--- src/rtl/xy_display_if.sv ---
// Bundles the processor result registers and the display-side outputs of the XY sequencer.
interface xy_display_if #(
    parameter int FIFO_DEPTH = 4
);
    logic [31:0]                   V0;
    logic [31:0]                   V1;
    logic [31:0]                   X;
    logic [31:0]                   Y;
    logic                          displayXY;
    logic                          Overflow;
    logic [$clog2(FIFO_DEPTH):0]   Count;

    modport master (
        output V0, V1,
        input  X, Y, displayXY, Overflow, Count
    );

    modport slave (
        input  V0, V1,
        output X, Y, displayXY, Overflow, Count
    );
endinterface

--- src/rtl/xy_display_sequencer.sv ---
// Queues each new {V1,V0} result pair and shows it on X/Y for at least DWELL_CYCLES cycles.
// S_IDLE | no pair dwelling, pop as soon as the queue holds one ; S_DWELL | current pair held until the dwell counter reaches 0
module xy_display_sequencer #(
    parameter int DWELL_CYCLES = 4,
    parameter int FIFO_DEPTH   = 4
) (
    input  logic          Clk,
    input  logic          Reset,
    xy_display_if.slave   bus
);
    localparam int PTR_W = $clog2(FIFO_DEPTH);
    localparam int CNT_W = PTR_W + 1;
    localparam int DW_W  = (DWELL_CYCLES > 1) ? $clog2(DWELL_CYCLES) : 1;

    localparam logic [DW_W-1:0]  DWELL_RELOAD = DW_W'(DWELL_CYCLES - 1);
    localparam logic [CNT_W-1:0] CNT_FULL     = CNT_W'(FIFO_DEPTH);
    localparam logic [CNT_W-1:0] CNT_ONE      = CNT_W'(1);
    localparam logic [PTR_W-1:0] PTR_ONE      = PTR_W'(1);
    localparam logic [DW_W-1:0]  DW_ONE       = DW_W'(1);

    typedef enum logic {
        S_IDLE  = 1'b0,
        S_DWELL = 1'b1
    } state_t;

    state_t             r_state;
    state_t             w_state_nxt;

    logic [31:0]        r_prev_v0;
    logic [31:0]        r_prev_v1;
    logic [63:0]        r_mem [FIFO_DEPTH];
    logic [PTR_W-1:0]   r_wr_ptr;
    logic [PTR_W-1:0]   r_rd_ptr;
    logic [CNT_W-1:0]   r_count;
    logic [DW_W-1:0]    r_dwell;
    logic [31:0]        r_x;
    logic [31:0]        r_y;
    logic               r_display;
    logic               r_overflow;

    logic               w_event;
    logic               w_pop;
    logic               w_push;
    logic               w_drop;
    logic [63:0]        w_head;

    assign w_event = (bus.V0 != r_prev_v0) || (bus.V1 != r_prev_v1);
    // A pop on the same edge frees a slot, so a full FIFO can still accept the push.
    assign w_push  = w_event && ((r_count != CNT_FULL) || w_pop);
    assign w_drop  = w_event && !w_push;
    assign w_head  = r_mem[r_rd_ptr];

    always_ff @(posedge Clk or negedge Reset) begin
        if (!Reset) begin
            r_state <= S_IDLE;
        end else begin
            r_state <= w_state_nxt;
        end
    end

    always_comb begin
        w_state_nxt = r_state;
        w_pop       = 1'b0;
        case (r_state)
            S_IDLE: begin
                if (r_count != '0) begin
                    w_pop       = 1'b1;
                    w_state_nxt = S_DWELL;
                end
            end
            S_DWELL: begin
                if (r_dwell == '0) begin
                    if (r_count != '0) begin
                        w_pop = 1'b1;
                    end else begin
                        w_state_nxt = S_IDLE;
                    end
                end
            end
            default: w_state_nxt = S_IDLE;
        endcase
    end

    always_ff @(posedge Clk) begin
        if (w_push) begin
            r_mem[r_wr_ptr] <= {bus.V1, bus.V0};
        end
    end

    always_ff @(posedge Clk or negedge Reset) begin
        if (!Reset) begin
            r_prev_v0  <= '0;
            r_prev_v1  <= '0;
            r_wr_ptr   <= '0;
            r_rd_ptr   <= '0;
            r_count    <= '0;
            r_dwell    <= '0;
            r_x        <= '0;
            r_y        <= '0;
            r_display  <= 1'b0;
            r_overflow <= 1'b0;
        end else begin
            r_prev_v0 <= bus.V0;
            r_prev_v1 <= bus.V1;
            r_display <= w_pop;

            if (w_push) begin
                r_wr_ptr <= r_wr_ptr + PTR_ONE;
            end

            if (w_pop) begin
                r_rd_ptr <= r_rd_ptr + PTR_ONE;
                r_x      <= w_head[63:32];
                r_y      <= w_head[31:0];
                r_dwell  <= DWELL_RELOAD;
            end else if (r_dwell != '0) begin
                r_dwell  <= r_dwell - DW_ONE;
            end

            case ({w_push, w_pop})
                2'b10:   r_count <= r_count + CNT_ONE;
                2'b01:   r_count <= r_count - CNT_ONE;
                default: r_count <= r_count;
            endcase

            if (w_drop) begin
                r_overflow <= 1'b1;
            end
        end
    end

    assign bus.X         = r_x;
    assign bus.Y         = r_y;
    assign bus.displayXY = r_display;
    assign bus.Overflow  = r_overflow;
    assign bus.Count     = r_count;
endmodule

--- src/flat_wrapper.sv ---
// flat-port wrapper written by rule: the top's interface ports become plain ports
module xy_display_sequencer_flat 
#(
    parameter int DWELL_CYCLES = 4,
    parameter int FIFO_DEPTH   = 4
)
  (Clk, Reset, bus_V0, bus_V1, bus_X, bus_Y, bus_displayXY, bus_Overflow, bus_Count);
  xy_display_if #(.FIFO_DEPTH(FIFO_DEPTH)) bus_i ();
  input  logic Clk;
  input  logic Reset;
  input wire logic [$bits(bus_i.V0)-1:0] bus_V0;
  input wire logic [$bits(bus_i.V1)-1:0] bus_V1;
  output wire logic [$bits(bus_i.X)-1:0] bus_X;
  output wire logic [$bits(bus_i.Y)-1:0] bus_Y;
  output wire logic [$bits(bus_i.displayXY)-1:0] bus_displayXY;
  output wire logic [$bits(bus_i.Overflow)-1:0] bus_Overflow;
  output wire logic [$bits(bus_i.Count)-1:0] bus_Count;
  assign bus_i.V0 = bus_V0;
  assign bus_i.V1 = bus_V1;
  assign bus_X = bus_i.X;
  assign bus_Y = bus_i.Y;
  assign bus_displayXY = bus_i.displayXY;
  assign bus_Overflow = bus_i.Overflow;
  assign bus_Count = bus_i.Count;
  xy_display_sequencer #(.DWELL_CYCLES(DWELL_CYCLES), .FIFO_DEPTH(FIFO_DEPTH)) u_core (.Clk(Clk), .Reset(Reset), .bus(bus_i));
endmodule
--- config.mk ---
export PLATFORM = sky130hd
export DESIGN_NAME = xy_display_sequencer_flat
export DESIGN_NICKNAME = d
export VERILOG_FILES = /design/src/rtl/xy_display_if.sv /design/src/rtl/xy_display_sequencer.sv /design/src/flat_wrapper.sv
export SDC_FILE = /design/constraint.sdc
export NUM_CORES = 1
export LEC_CHECK = 0
export CAP_MARGIN = 5
export CORE_MARGIN = 1
export CORE_UTILIZATION = 57
export DETAILED_ROUTE_END_ITERATION = 7
export GPL_TIMING_DRIVEN = 0
export PLACE_DENSITY = 0.79
export SYNTH_ARGS = -nofsm -noshare
export SYNTH_HDL_FRONTEND = slang
export SYNTH_SLANG_ARGS = --single-unit
--- constraint.sdc ---
create_clock -name Clk -period 3.8 [get_ports Clk]
set_clock_uncertainty 0.05 [all_clocks]
set_input_delay 0.95 -clock Clk [delete_from_list [all_inputs] [get_ports Clk]]
set_output_delay 0.95 -clock Clk [all_outputs]
set_load 0.1 [all_outputs]
==> results by group <==
GRT
  – All-Layer GR Usage: about a quarter
  – GRT overflow: 0
  – Largest net degree at the start of global routing: 80
  – Initial antenna violation count: 0
  – Vias in the first global route: 7,452
  – Global-route wire length before repair: 44,900 um

STA
  – Setup TNS: 0 ns
  – RSZ-0062 raised after global routing: false
  – Fmax achieved: between 200 and 300 MHz
  – # setup viols final: 0
  – Fin crit period: between 3 and 4 ns
  – Worst Tran Pin Value: roughly 1.1 ns
  – Max-slew headroom: 29.3%
  – Final number of max-transition violations: 0
  – Final Hold Viols: 0
  – Final Cycle Share: 93.2%

Detailed routing
  – Routed Antenna Nets: 0
  – Residual DRC: 0
  – Vias: around 7,000
  – Routed WL per cell: between 20 and 25 um
  – Vias per inst: a little under 6
  – Final WL: 29,300 um
  – Drt pass-1 iters: 4
  – Initial drt markers: between 600 and 700

Setup path
  – R2R depth: 8
  – WP data arrival: between 3 and 4 ns
  – CP bufs+invs: 2
  – Crit start category: input port
  – Critical Path End Type: flip-flop
  – Slowest stage delay, CP: 0.57 ns
  – Critical Path, Cell by Cell: clkdlybuf4s50_1 -> xor2_1 -> nor4_1 -> nand4_1 -> nor4_4 -> buf_4 -> and2_2 -> fa_1 -> mux2_1
  – WS Path Type: input port to flip-flop
  – Cell count along the critical path: 9
  – Top delay family on crit path: simple AND/OR/NAND/NOR gates
  – Required @ worst endpoint: 4.15 ns
  – FF-to-FF Start: u_core.bus.Count[1]$_DFFE_PN0P_
  – CP startpoint: bus_V1[16]
  – Max Fanout on Critical Path: 6
  – Slowest cell on the critical path: clkdlybuf4s50_1

Die
  – Die Area: 26,000 um^2
  – Die X-Extent: roughly 160 um
  – Die H: between 150 and 200 um
  – Initial Utilization: approximately three fifths
  – # rows: 57
  – Core area: approximately 25,000 um^2
  – # IOs: between 100 and 150

Power and ir drop
  – Power Density: 486 nW/um^2
  – Combinational cell fraction of total power: around 2.7%
  – Leakage: 0.00633 uW
  – Sw Ratio: about a fifth
  – Sequential share of power: a little over half
  – Sw Pwr: 1690 uW
  – Clk network pwr share: approximately 43%
  – Pint: between 6000 and 7000 uW
  – Worst vdd ir: 0.429 mV

Clock network
  – CTS tree: yes
  – CTS H-Tree Depth: 2
  – Max Root-Sink Buffers: 3
  – Root Driver: clkbuf_16
  – Clk_lat worst skew: ~0.53 ns
  – Num CTS Buffers: 39
  – Clock transition at path regs: ~0.060 ns
  – Clock tree sinks: between 300 and 400

Synthesis
  – Post-Synthesis Cells: between 600 and 700
  – Most used flip-flop cell after synthesis: edfxtp_1
  – Synth Register Bits: between 300 and 400
  – Synthesized area per cell: approximately 22 um^2
  – Synth Cell Area: ~14,000 um^2
  – Mapped Nets: 744
  – Synth warn: 0
  – Post-synth EDFFs: 256
  – Yosys cell types: 29
  – Seq/Total Area, Yosys: between 70% and 80%
  – Share of flip-flops with an asynchronous set or reset: between 30% and 40%

Layout
  – ANT cells: 0
  – Area growth, synth to finish: 21.8%
  – Final #Nets: between 900 and 1,000
  – Final Instance Count excl. Fillers: around 1,200
  – Fraction of layout cells with a size suffix above 1: about a quarter

Placement
  – PortBufs: about 130
  – GPL Wtd Cong: ~0.76
  – Dpl hpwl: 18,300 um
  – Cells after DPL: 1,135

Min path
  – Hold Crit Class: input port to asynchronous set/reset pin

Status
  – Status: complete, no violations

Run
  – Maximum capacitance violations: 0
==> power groups by stage <==
stage | Sequential [uW] | Combinational [uW] | Clock (uW)
finish | 4650 | 228 | 3680
CTS | 4650 | 231 | 3740
detailed placement | 4730 | 229 | 0
global placement | 4730 | 215 | 0
floorplan | 4730 | 46.8 | 0
global route | 4650 | 249 | 3910
==> cell usage in the layout, fill, tap and decap left out, drive strengths merged <==
cell type	instances
a31oi	1
and2	6
and3	1
buf	18
bufinv	1
clkbuf	72
clkdlybuf4s50	133
clkinv	6
clkinvlp	1
dfrtp	140
edfxtp	256
fa	1
ha	5
inv	8
mux2	66
mux2i	2
mux4	64
nand2	1
nand2b	1
nand3	1
nand4	4
nor2	5
nor2b	1
nor3	2
nor4	17
o21ai	2
o21bai	1
xnor2	4
xor2	66
==> path summary, 6_finish.rpt <==
| kind | endpoint | slack [ns] |
|---|---|---|
| min in group Clk | u_core.bus.Overflow$_DFFE_PN0P_ | 0.43 |
| worst min register to register | u_core.bus.Overflow$_DFFE_PN0P_ | 0.43 |
| worst max-delay path | u_core.bus.Count[1]$_DFFE_PN0P_ | 0.26 |
| max in group asynchronous | u_core.bus.X[9]$_DFFE_PN0P_ | 2.46 |
| worst max register to register | u_core.bus.Count[2]$_DFFE_PN0P_ | 0.74 |
| worst min-delay path | u_core.bus.X[29]$_DFFE_PN0P_ | 0.43 |
==> state kept, by name, indices dropped and copies added (netlist names), 3 cells and up <==
| signal | cells |
|---|---|
| u_core.r_prev_v0 | 32 |
| u_core.bus.X | 32 |
| u_core.r_prev_v1 | 32 |
| u_core.r_mem | 256 |
| u_core.bus.Count | 3 |
| u_core.bus.Y | 32 |
==> worst register-to-register path: stages (launching register included) <==
cell and delay (ns):
dfrtp_1 0.44, nor3_1 0.55, nor2_1 0.34, clkbuf_1 0.39, and2_2 0.30, fa_1 0.38
nor3_1 0.23, mux2i_1 0.13, xnor2_1 0.13
==> logic make-up (layout without fill, tap and decap cells) <==
logic type	count (synthesis)	count (layout)	share of synthesized area, %
muxes	132	132	15.2
xor gates and xnor gates	70	70	4.24
buffers and inverters	25	239	0.710
adders and majority gates	6	6	0.571
DFF	396	396	77.4
and+or+nand+nor	39	39	1.67
AOI/OAI and AO/OA	4	4	0.164
==> synth_stat cells (2+ instances only) <==
master    number  area share (%)
inv_1          4            0.10
mux2_2        65             5.1
buf_2          7            0.24
o21ai_0        2           0.069
xor2_1        66             4.0
ha_1           5            0.43
nor3_1         2           0.069
nand4_1        4            0.17
edfxtp_1     256              53
mux2i_1        2            0.14
and2_1         5            0.22
dfrtp_1      140              24
clkbuf_1      12            0.31
buf_1          2           0.052
nor2_1         5            0.13
xnor2_1        4            0.24
nor4_1        16            0.69
mux4_2        64              10
==> cell type report <==
cell class,count,area [um^2]
plain buffers,21,87.6
clock buffers,60,1130
clock inverters,12,100
fillers,1451,6990
inverters,4,15.0
multi-input cells,251,3180
flip-flops and latches,396,11200
well taps,324,405
repair buffers,142,1500
==> what timing repair did <==
| item | CTS | global route |
|---|---|---|
| buffers inserted | 0 | 3 |
| gates resized for setup | 0 | 1 |
| hold endpoints to repair | 0 | 0 |
| endpoints found under the setup margin | 0 | 196 |
| hold buffers | 0 | 0 |
==> metrics by stage <==
step | worst slack, ns | cell area (um^2) | utilization, % | hold slack (ns) | total power [uW]
finish | 0.259 | 17600 | 71.6 | 0.431 | 8550
global route | 0.162 | 17600 | 71.6 | 0.463 | 8800
CTS | 0.0121 | 17600 | 71.5 | 0.436 | 8610
detailed placement | -0.516 | 16400 | 66.5 | 0.420 | 4960
global placement | -4.24 | 16200 | 65.9 | 0.410 | 4950
floorplan | 0.164 | 14500 | - | 0.436 | 4780
==> layer usage <==
metal | vias to the layer above | global-route usage (%) | share of wire [%]
li1 | 2993 | - | -
met4 | 0 | 6.78 | 2.0
met3 | 50 | 5.14 | 6.6
met2 | 249 | 39.7 | 51
met1 | 3697 | 32.1 | 40
met5 | - | 0 | 0
No activity file was read; power rests on OpenSTA's default activity.
